### config.mk
export PLATFORM = sky130hd
export DESIGN_NAME = fp_multiplier_issue_scheduler
export DESIGN_NICKNAME = d
export VERILOG_FILES = /design/src/rtl/fp_multiplier_issue_scheduler.sv
export SDC_FILE = /design/constraint.sdc
export NUM_CORES = 1
export LEC_CHECK = 0
export BUFFER_PORTS_ARGS = -buffer_cell sky130_fd_sc_hd__buf_4
export CORE_AREA = 2 2 141 143
export CTS_BUF_LIST = sky130_fd_sc_hd__clkbuf_16
export DETAILED_ROUTE_END_ITERATION = 8
export DIE_AREA = 0 0 143 145
export GPL_TIMING_DRIVEN = 0
export HOLD_SLACK_MARGIN = 0.03
export PLACE_DENSITY = 0.9
export RECOVER_POWER = 100
export SYNTH_ARGS = -nofsm -noshare
export SYNTH_HDL_FRONTEND = slang
export SYNTH_SLANG_ARGS = --single-unit
### constraint.sdc
create_clock -name clk_i -period 3.3 [get_ports clk_i]
set_clock_uncertainty 0.15 [all_clocks]
set_input_delay 0.825 -clock clk_i [delete_from_list [all_inputs] [get_ports clk_i]]
set_output_delay 0.825 -clock clk_i [all_outputs]
set_load 0.02 [all_outputs]
### src/rtl/fp_multiplier_issue_scheduler.sv
// Round-robin issue scheduler for one shared, non-stallable pipelined FP32 multiplier.
// Issue is credit-gated so every in-flight result is guaranteed a slot in the output FIFO.
module fp_multiplier_issue_scheduler #(
    parameter int NUM_REQ    = 2,
    parameter int LATENCY    = 7,
    parameter int FIFO_DEPTH = 4,
    parameter int TAG_W      = 4,
    localparam int ID_W      = $clog2(NUM_REQ)
) (
    input  logic                          clk_i,
    input  logic                          rst_n_i,
    input  logic                          flush_i,
    input  logic [NUM_REQ-1:0]            req_valid_i,
    output logic [NUM_REQ-1:0]            req_ready_o,
    input  logic [NUM_REQ-1:0][31:0]      req_multiplicand_i,
    input  logic [NUM_REQ-1:0][31:0]      req_multiplier_i,
    input  logic [NUM_REQ-1:0][TAG_W-1:0] req_tag_i,
    output logic                          mul_valid_o,
    output logic [31:0]                   mul_multiplicand_o,
    output logic [31:0]                   mul_multiplier_o,
    input  logic                          mul_valid_i,
    input  logic [31:0]                   mul_result_i,
    input  logic [2:0]                    mul_flags_i,
    input  logic [2:0]                    mul_round_i,
    output logic                          out_valid_o,
    input  logic                          out_ready_i,
    output logic [31:0]                   out_result_o,
    output logic [2:0]                    out_flags_o,
    output logic [2:0]                    out_round_o,
    output logic [ID_W-1:0]               out_req_id_o,
    output logic [TAG_W-1:0]              out_tag_o,
    output logic                          busy_o,
    output logic                          error_o
);

    localparam int PTR_W = $clog2(FIFO_DEPTH);
    localparam int CNT_W = $clog2(FIFO_DEPTH + 1);

    typedef struct packed {
        logic             vld;
        logic             sq;
        logic [ID_W-1:0]  id;
        logic [TAG_W-1:0] tag;
    } slot_t;

    typedef struct packed {
        logic [31:0]      result;
        logic [2:0]       flags;
        logic [2:0]       rnd;
        logic [ID_W-1:0]  id;
        logic [TAG_W-1:0] tag;
    } entry_t;

    logic [ID_W-1:0]  ptr_q;
    logic [ID_W-1:0]  win_id;
    logic [ID_W-1:0]  idx;
    logic             win_found;
    logic             can_issue;
    logic             issue;
    slot_t            slot_q [LATENCY];
    slot_t            tail;
    logic [CNT_W-1:0] inflight_q;
    logic [CNT_W-1:0] cnt_q;
    logic [PTR_W-1:0] wr_q;
    logic [PTR_W-1:0] rd_q;
    entry_t           mem_q [FIFO_DEPTH];
    entry_t           head;
    logic             push;
    logic             pop;
    logic             error_q;

    // First valid requester at or after ptr_q, wrapping.
    always_comb begin
        win_found = 1'b0;
        win_id    = '0;
        idx       = '0;
        for (int k = 0; k < NUM_REQ; k++) begin
            idx = ID_W'((int'(ptr_q) + k) % NUM_REQ);
            if (!win_found && req_valid_i[idx]) begin
                win_found = 1'b1;
                win_id    = idx;
            end
        end
    end

    assign can_issue          = (int'(cnt_q) + int'(inflight_q)) < FIFO_DEPTH;
    assign issue              = win_found & can_issue & ~flush_i;
    assign req_ready_o        = issue ? (NUM_REQ'(1) << win_id) : '0;
    assign mul_valid_o        = issue;
    assign mul_multiplicand_o = issue ? req_multiplicand_i[win_id] : '0;
    assign mul_multiplier_o   = issue ? req_multiplier_i[win_id]   : '0;

    assign tail = slot_q[LATENCY-1];
    assign push = tail.vld & ~tail.sq & mul_valid_i & ~flush_i;
    assign pop  = (cnt_q != '0) & out_ready_i & ~flush_i;

    always_ff @(posedge clk_i or negedge rst_n_i) begin
        if (!rst_n_i) begin
            ptr_q <= '0;
        end else if (issue) begin
            ptr_q <= (int'(win_id) == NUM_REQ - 1) ? '0 : win_id + 1'b1;
        end
    end

    // Tag pipe mirrors the multiplier; flush squashes live slots but keeps them counted.
    always_ff @(posedge clk_i or negedge rst_n_i) begin
        if (!rst_n_i) begin
            for (int i = 0; i < LATENCY; i++) slot_q[i] <= '0;
        end else begin
            slot_q[0] <= '{vld: issue, sq: 1'b0, id: win_id, tag: req_tag_i[win_id]};
            for (int i = 1; i < LATENCY; i++) begin
                slot_q[i] <= '{vld: slot_q[i-1].vld,
                               sq:  slot_q[i-1].sq | (flush_i & slot_q[i-1].vld),
                               id:  slot_q[i-1].id,
                               tag: slot_q[i-1].tag};
            end
        end
    end

    always_ff @(posedge clk_i or negedge rst_n_i) begin
        if (!rst_n_i) begin
            inflight_q <= '0;
            error_q    <= 1'b0;
        end else begin
            inflight_q <= inflight_q + CNT_W'(issue) - CNT_W'(tail.vld);
            if (mul_valid_i != tail.vld) error_q <= 1'b1;
        end
    end

    always_ff @(posedge clk_i or negedge rst_n_i) begin
        if (!rst_n_i) begin
            wr_q  <= '0;
            rd_q  <= '0;
            cnt_q <= '0;
        end else if (flush_i) begin
            wr_q  <= '0;
            rd_q  <= '0;
            cnt_q <= '0;
        end else begin
            if (push) wr_q <= wr_q + 1'b1;
            if (pop)  rd_q <= rd_q + 1'b1;
            cnt_q <= cnt_q + CNT_W'(push) - CNT_W'(pop);
        end
    end

    always_ff @(posedge clk_i) begin
        if (push) mem_q[wr_q] <= '{result: mul_result_i, flags: mul_flags_i, rnd: mul_round_i,
                                   id: tail.id, tag: tail.tag};
    end

    assign head         = mem_q[rd_q];
    assign out_valid_o  = cnt_q != '0;
    assign out_result_o = out_valid_o ? head.result : '0;
    assign out_flags_o  = out_valid_o ? head.flags  : '0;
    assign out_round_o  = out_valid_o ? head.rnd    : '0;
    assign out_req_id_o = out_valid_o ? head.id     : '0;
    assign out_tag_o    = out_valid_o ? head.tag    : '0;
    assign busy_o       = (inflight_q != '0) | (cnt_q != '0);
    assign error_o      = error_q;

endmodule

* After elaboration in Yosys (flattened, before gate mapping)
Memory sizes are Yosys's and may differ from the RTL's.
Cells that the tools add are included.
W data, S select, Z words.
** Storage, ports and cells
- Bits in registers :: 60
- Bits in latches :: 0
- Memory bits (writable) :: 172
- ROM bits :: 0
- Input bits :: 181
- Logic and storage cells :: 106
- Memories kept :: 1
** Memories
- mem_q :: depth 4, bits a word 43, rd ports 1, clocked after Yosys merged registers in 0, write ports 1, line 66 : entry_t mem_q [FIFO_DEPTH];
** Cells by class
- Add/sub/neg operators :: 9
- Multipliers :: 0
- Div/mod/pow operators :: 0
- Magnitude comparators :: 4
- Eq/ne operators :: 1
- Shift operators :: 1
- Muxes and demuxes :: 30
- Bitwise operators :: 21
- Reduce and logical (&&, ||, !) cells :: 6
** Operator list (count)
- $mux W32 :: 7
- $and A1 B1 Y1 :: 13
- $mux W1 :: 12
- $mux W4 :: 3
- $mux W2 :: 5
- $mux W3 :: 3
- $add A3 B1 Y3 :: 2
- $lt A1 B2 Y1 const B :: 3
- $or A1 B1 Y1 :: 6
- $reduce_bool A3 Y1 :: 2
- $sub A3 B1 Y3 :: 2
- $add A2 B1 Y2 const B :: 2
- $add A3 B3 Y4 :: 1
- $lt A4 B3 Y1 const B :: 1
- $reduce_bool A2 Y1 :: 2
- $add A1 B1 Y1 const B :: 2
- $not A1 Y1 :: 2
- $shl A1 B1 Y2 const A :: 1
- $logic_and A1 B1 Y1 :: 1
- $logic_not A1 Y1 :: 1
- $ne A1 B1 Y1 :: 1

* Depth between registers and ports, before layout
Gate-level depths: netlist of run 1.
- Depth after elaboration :: 10
- Mapped depth :: 11

* Least setup slack after synthesis of run 1
Ideal clock, no wire load.
- Path type :: input port to output port
- Start point :: input port flush_i
- End point :: output port mul_multiplicand_o[24]
- Arrival time :: 1.914 ns
- Data required time :: 2.325 ns
- Setup slack :: 0.411 ns
- Stages :: 5
- Cells stage by stage :: nor4_4 > o211ai_2 > buf_6 > buf_6 > a21oi_1
** On the way
- Word-level cells in the longest chain between the ends :: 3
** Ends and longest elaborated chain
- start: declaration :: line 12 : input logic flush_i,
- $not A1 Y1 :: line 87 : assign issue = win_found & can_issue & ~flush_i;
- $and A1 B1 Y1 :: line 87
- $mux W32 :: line 90 : assign mul_multiplicand_o = issue ? req_multiplicand_i[win_id] : '0;
- end: declaration :: line 19 : output logic [31:0] mul_multiplicand_o,
No other way between the ends.

* Worst setup path in the final report of run 1
- Start point :: register cnt_q[2]
- End point :: output port mul_multiplier_o[9]
** On the way
- Word-level cells in the longest chain between the ends :: 5
** Ends and longest elaborated chain
- start: declaration :: line 63 : logic [CNT_W-1:0] cnt_q;
- start signal: assignment :: line 142 : cnt_q <= cnt_q + CNT_W'(push) - CNT_W'(pop);
- $add A3 B3 Y4 :: line 86 : assign can_issue = (int'(cnt_q) + int'(inflight_q)) < FIFO_DEPTH;
- $lt A4 B3 Y1 :: line 86
- $and A1 B1 Y1 (2 in a row) :: line 87
- $mux W32 :: line 91 : assign mul_multiplier_o = issue ? req_multiplier_i[win_id] : '0;
- end: declaration :: line 20 : output logic [31:0] mul_multiplier_o,
No other way between the ends.

==> reports/summary.txt, run 1 <==
status -> finished with violations
violated checks -> setup timing
final setup fails -> 1
final worst-path cycle share -> 100.5%
critical path type -> flop to output port
nets -> 1154
# DRC -> 0
DP Worst Slack -> -0.1778 ns
Seq/Total Area, Yosys -> 67.81%
slowest CP cell -> dfrtp_1
crit path DAT -> 2.34 ns
clock share of power -> 39.9%
vias in the first global route -> 7304
Post-synth ARST share -> 25.86%
placer congestion estimate -> 0.9241
Clock Root Buffer -> clkbuf_16
Required @ worst endpoint -> 2.32 ns
Die Area -> 20740 µm²
Pwr Density -> 430.8 nW/µm²
Cells after DPL -> 1195
Ys Warns -> 0
Synth Flop Type -> edfxtp_1
port bufs -> 293
CTS clk-pin slew, worst paths -> 0.06 ns
WHS -> 0.1950 ns
register area -> 6668 µm²
delay-heaviest family, CP -> buffers and inverters
initial DRC count -> 405
worst slew pin tran -> 1.440 ns
maxcap violations -> 0
crit-path max FO -> 7
post-DR wirelength/cell -> 22.47 µm
Final Util -> 70.71%
element type at the critical path end -> output port
clk_lat worst skew -> 0.51 ns
peak supply drop -> 0.3563 mV
Post-Syn Nets -> 826
hold_buf cts -> 0
final wirelength -> 28020 µm
gr usage total -> 26.70%
critical path's most frequent cell -> buf_6
fin worst setup slack -> -0.01805 ns
CTS tree -> built
Syn Inst Count -> 633
share of layout cells above drive strength 1 -> 43.91%
Post-DRT Antenna Nets -> 0
Clock Path Buffers -> 3
combinational power share -> 5.8%
sw frac -> 20.86%
Multi-input gate area -> 3226 µm²
CTS buffer count -> 22
Hold Crit Class -> flop to flop
vias per cell -> 5.511
first-pass GRT wire length -> 41280 µm
Final Non-Filler Cells -> 1247
Detailed Place HPWL -> 20520 µm
RSZ-0062 raised after global routing -> true
Pins Over Slew Limit -> 0
Final Hold Fails -> 0
type of origin of the critical path -> flop
Leakage -> 5.213 nW
min Tclk post-route -> 3.318 ns
FP Rows -> 51
Post-synth EDFFs -> 172
crit path cell chain -> ha_4 -> nor4_4 -> o211ai_2 -> buf_6 -> buf_12 -> a21oi_4 -> buf_6
Seq cells post-synth -> 232
highest cell delay on the worst timing path -> 0.43 ns
Int Power -> 4.631 mW
clock sinks -> 232
total gr overflow -> 0
P_sw -> 1.220 mW
io pins -> 294
first drt pass iteration count -> 4
CP bufs+invs -> 3
netlist area before placement -> 9831 µm²
sequential share of power -> 54.4%
Syn Area/Cell -> 15.53 µm²
f_max -> 301.4 MHz
slew margin rel. -> 3.977%
largest net degree at the start of global routing -> 61
die width -> 143 µm
initial antenna violation count -> 6
starting density of the core -> 51.18%
# H-tree levels -> 1
total vias in the final route -> 6872
synth unique cells -> 36
core box area -> 19210 µm²
Area growth syn-to-layout -> 38.16%
Layout fillers -> 1275
Die H -> 145 µm
-- placed cells by master (no fill, tap or decap), types with 26 or more instances in the layout --
cell	count
buf_6	29
edfxtp_1	172
clkbuf_1	53
and2_1	45
a21oi_1	26
o21ai_0	64
mux4_2	43
buf_4	237
nand3b_1	65
dfrtp_1	59
-- power by group through the flow --
stage	registers, mW	logic [mW]	clock network, mW
2_1_floorplan	3.24	0.0884	0
4_1_cts	3.18	0.342	2.37
5_1_grt	3.18	0.364	2.49
6_report	3.18	0.338	2.33
3_5_place_dp	3.24	0.330	0
3_3_place_gp	3.24	0.322	0
-- cell families after synthesis --
kind of cell | count (synthesis) | share of synthesized area [%]
AO/OA/AOI/OAI | 138 | 7.306
XOR/XNOR | 7 | 0.6237
adder cells (fa/ha/maj) | 12 | 1.680
buffers and inverters | 62 | 2.902
flip-flops | 232 | 67.81
multiplexers | 48 | 10.41
AND/OR/NAND/NOR | 134 | 9.266
-- flip-flops by register name, indices dropped and copies added (netlist names) --
register    cells
ptr_q           1
wr_q            2
error_o         1
cnt_q           3
rd_q            2
inflight_q      3
mem_q         172
slot_q         48
-- final timing paths --
path,from,endpoint,slack [ns],cells after the start
max,cnt_q[2],mul_multiplier_o[9],-0.02,7
min,slot_q[42],slot_q[35],0.20,0
max reg2reg,cnt_q[2],cnt_q[2],0.49,12
min reg2reg,slot_q[42],slot_q[35],0.20,0
max in group asynchronous,rst_n_i,cnt_q[1],1.54,1
min in group asynchronous,rst_n_i,slot_q[1],0.51,1
-- metal layers --
layer / wire length, µm / up-vias / track usage, %
li1: - / 3065 / -
met1: 9912 / 3430 / 31.06
met2: 14800 / 308 / 47.13
met3: 1878 / 67 / 5.017
met4: 1413 / 2 / 12.97
met5: 13 / - / 0
-- through the flow --
step                      setup TNS, ns  power [mW]  instance area, µm²
final                          -0.01805       5.851               13580
after global routing             -3.184       6.036               13580
after CTS                      -0.02906       5.898               13400
after detailed placement         -1.557       3.572               12450
after global placement           -66.88       3.560               12360
after floorplan                       0       3.326                9831
-- cell usage after synthesis, drive strengths merged (5+ instances only) --
cell	n	share of area, %
a21o	5	0.38
a21oi	65	3.3
and2	49	3.1
buf	13	1.0
clkbuf	38	1.5
dfrtp	60	15
edfxtp	172	53
ha	10	1.3
inv	11	0.42
mux4	43	9.9
nand3b	65	5.0
nor2	10	0.41
o21ai	64	3.3
-- cell type report --
type	count	share of cell area, %
sequential	232	49.09
buffer	50	2.202
clock buffer	22	4.053
clock inverter	18	0.9397
timing repair buffer	305	17.13
antenna	5	0.09212
tap	265	2.441
inverter	11	0.3040
multi-input combinational	339	23.75
-- repair_timing --
item,CTS,global route
resized for setup,62,76
setup endpoints to repair,91,84
pin swaps,2,0
buffers inserted,5,2
cloned,0,1
(Power assumes the default switching activity.)
==> run 2, diff against run 1 <==
PLACE_DENSITY = 0.79   (was 0.9)
==> run 2 against run 1 <==
  * The run still ends with setup timing left
  * Global-route usage grew 0.70 points
  * Worst setup slack worse by 0.0025 ns
  * Design area decreased by 0.67%
  * Fmax about the same
  * First-iteration DRC count decreased by 11%
  * Power shrank 0.41%
  * Flip-flop and latch count stayed put
  * Hold slack gained 0.0013 ns
  * Clock power barely moved
  * Register-to-register slack improved by 0.03 ns
  * Critical path type unchanged
  * Largest cell class unchanged
==> reports/summary.txt, run 2 (synthesis results as in run 1) <==
CTS clk-pin slew, worst paths -> 0.06 ns
FP Rows -> 51
placer congestion estimate -> 0.9704
final worst-path cycle share -> 100.6%
WHS -> 0.1964 ns
crit path DAT -> 2.35 ns
Hold Path End -> slot_q[29]
Final Hold Fails -> 0
reg-to-reg startpoint -> slot_q[6]
reg2reg end -> mem_q[1][26]
type of origin of the critical path -> flop
# DRC -> 0
total gr overflow -> 0
Pins Over Slew Limit -> 0
critical path type -> flop to output port
min Tclk post-route -> 3.321 ns
Clock Root Buffer -> clkbuf_16
maxcap violations -> 0
first drt pass iteration count -> 4
Largest register FFs -> 172
status -> finished with violations
starting density of the core -> 51.18%
Clock Path Buffers -> 3
vias per cell -> 5.480
Die H -> 145 µm
port bufs -> 293
final setup fails -> 4
most frequent cells in the layout -> buf_4 (231), edfxtp_1 (172), nand3b_1 (65)
slew margin rel. -> 3.422%
element type at the critical path end -> output port
vias in the first global route -> 6987
final wirelength -> 28710 µm
Top reg by flops -> mem_q
worst slew pin tran -> 1.449 ns
P_sw -> 1.217 mW
clk_lat worst skew -> 0.49 ns
sw frac -> 20.88%
reg2reg path depth -> 4
Placed Area -> 12450 µm²
Layout fillers -> 1316
crit-path max FO -> 7
clock share of power -> 39.7%
share of layout cells above drive strength 1 -> 42.40%
first-pass GRT wire length -> 42010 µm
nets -> 1150
Final Util -> 70.24%
RSZ-0062 raised after global routing -> true
Pwr Density -> 432.0 nW/µm²
total design power -> 5.828 mW
clock sinks -> 232
core box area -> 19210 µm²
Leakage -> 5.128 nW
CTS tree -> built
Detailed Place HPWL -> 21280 µm
Final Instance Area -> 13490 µm²
gr usage total -> 27.40%
io pins -> 294
commonest non-fill, non-tap cell in the layout -> buf_4
Hold Crit Start -> slot_q[36]
Area growth syn-to-layout -> 37.23%
post-DR wirelength/cell -> 23.06 µm
Int Power -> 4.611 mW
fin worst setup slack -> -0.02056 ns
largest net degree at the start of global routing -> 61
r2r setup slk -> 0.52 ns
CTS buffer count -> 23
initial antenna violation count -> 8
# H-tree levels -> 1
combinational power share -> 5.7%
peak supply drop -> 0.4349 mV
Die Area -> 20740 µm²
Top Registers -> mem_q x172, slot_q x48
Hold Crit Class -> flop to flop
violated checks -> setup timing
die width -> 143 µm
total vias in the final route -> 6822
hold_buf cts -> 0
f_max -> 301.2 MHz
initial DRC count -> 362
Required @ worst endpoint -> 2.32 ns
Post-DRT Antenna Nets -> 0
Hold Crit Depth -> 0
sequential share of power -> 54.6%
-- run 2: area by class of cell --
class | count | area (µm²) | area share (%)
inverter | 11 | 41.29 | 0.3061
timing repair buffer | 301 | 2283 | 16.93
multi-input combinational | 339 | 3186 | 23.61
clock inverter | 19 | 110.1 | 0.8162
clock buffer | 23 | 575.6 | 4.266
buffer | 49 | 280.3 | 2.078
antenna | 6 | 15.01 | 0.1113
tap | 265 | 331.6 | 2.458
sequential | 232 | 6668 | 49.43
-- run 2: metrics by stage --
stage / cells / setup TNS, ns / setup slack [ns]
2_1_floorplan: 633 / 0 / 0.4115
3_3_place_gp: 1191 / -64.86 / -0.4057
3_5_place_dp: 1195 / -0.9376 / -0.1484
4_1_cts: 1237 / 0 / 0.001685
5_1_grt: 1245 / -3.484 / -0.1094
6_report: 1245 / -0.05010 / -0.02056
-- run 2: what timing repair did --
| item | in CTS | in global routing |
|---|---|---|
| setup endpoints to repair | 80 | 84 |
| pin swaps | 1 | 2 |
| gates cloned | 0 | 1 |
| gates resized for setup | 34 | 87 |
| buffers inserted | 2 | 1 |
-- run 2: layer usage --
layer / share of wire, % / global-route usage [%] / up-vias
li1: - / - / 3058
met1: 37 / 33.62 / 3399
met2: 52 / 47.18 / 309
met3: 7.0 / 6.403 / 52
met4: 3.7 / 10.10 / 4
met5: 0.073 / 0 / -
-- run 2: worst max-delay path, stage by stage (launching register included) --
cell and delay (ns):
dfrtp_2 0.46, ha_4 0.25, nor4_4 0.28, o211ai_2 0.18, buf_6 0.19, buf_12 0.14
a21oi_4 0.19, buf_6 0.16
-- run 2: worst max-delay path by stage --
stage | cells after the start | slack (ns) | to | startpoint
2_1_floorplan | 5 | 0.41 | mul_multiplicand_o[24] | flush_i
3_3_place_gp | 4 | -0.41 | mem_q[0][24] | mul_valid_i
3_5_place_dp | 7 | -0.15 | mul_multiplier_o[19] | req_valid_i[1]
4_1_cts | 7 | 0.002 | mul_multiplier_o[13] | cnt_q[2]
5_1_grt | 7 | -0.11 | mul_multiplier_o[19] | cnt_q[2]
6_report | 7 | -0.02 | mul_multiplier_o[19] | cnt_q[2]
-- run 2: power groups by stage --
stage	logic (mW)	registers (mW)	clock network [mW]
after floorplan	0.0884	3.24	0
after global placement	0.323	3.24	0
after detailed placement	0.328	3.24	0
after CTS	0.335	3.18	2.37
after global routing	0.362	3.18	2.49
final	0.333	3.18	2.31
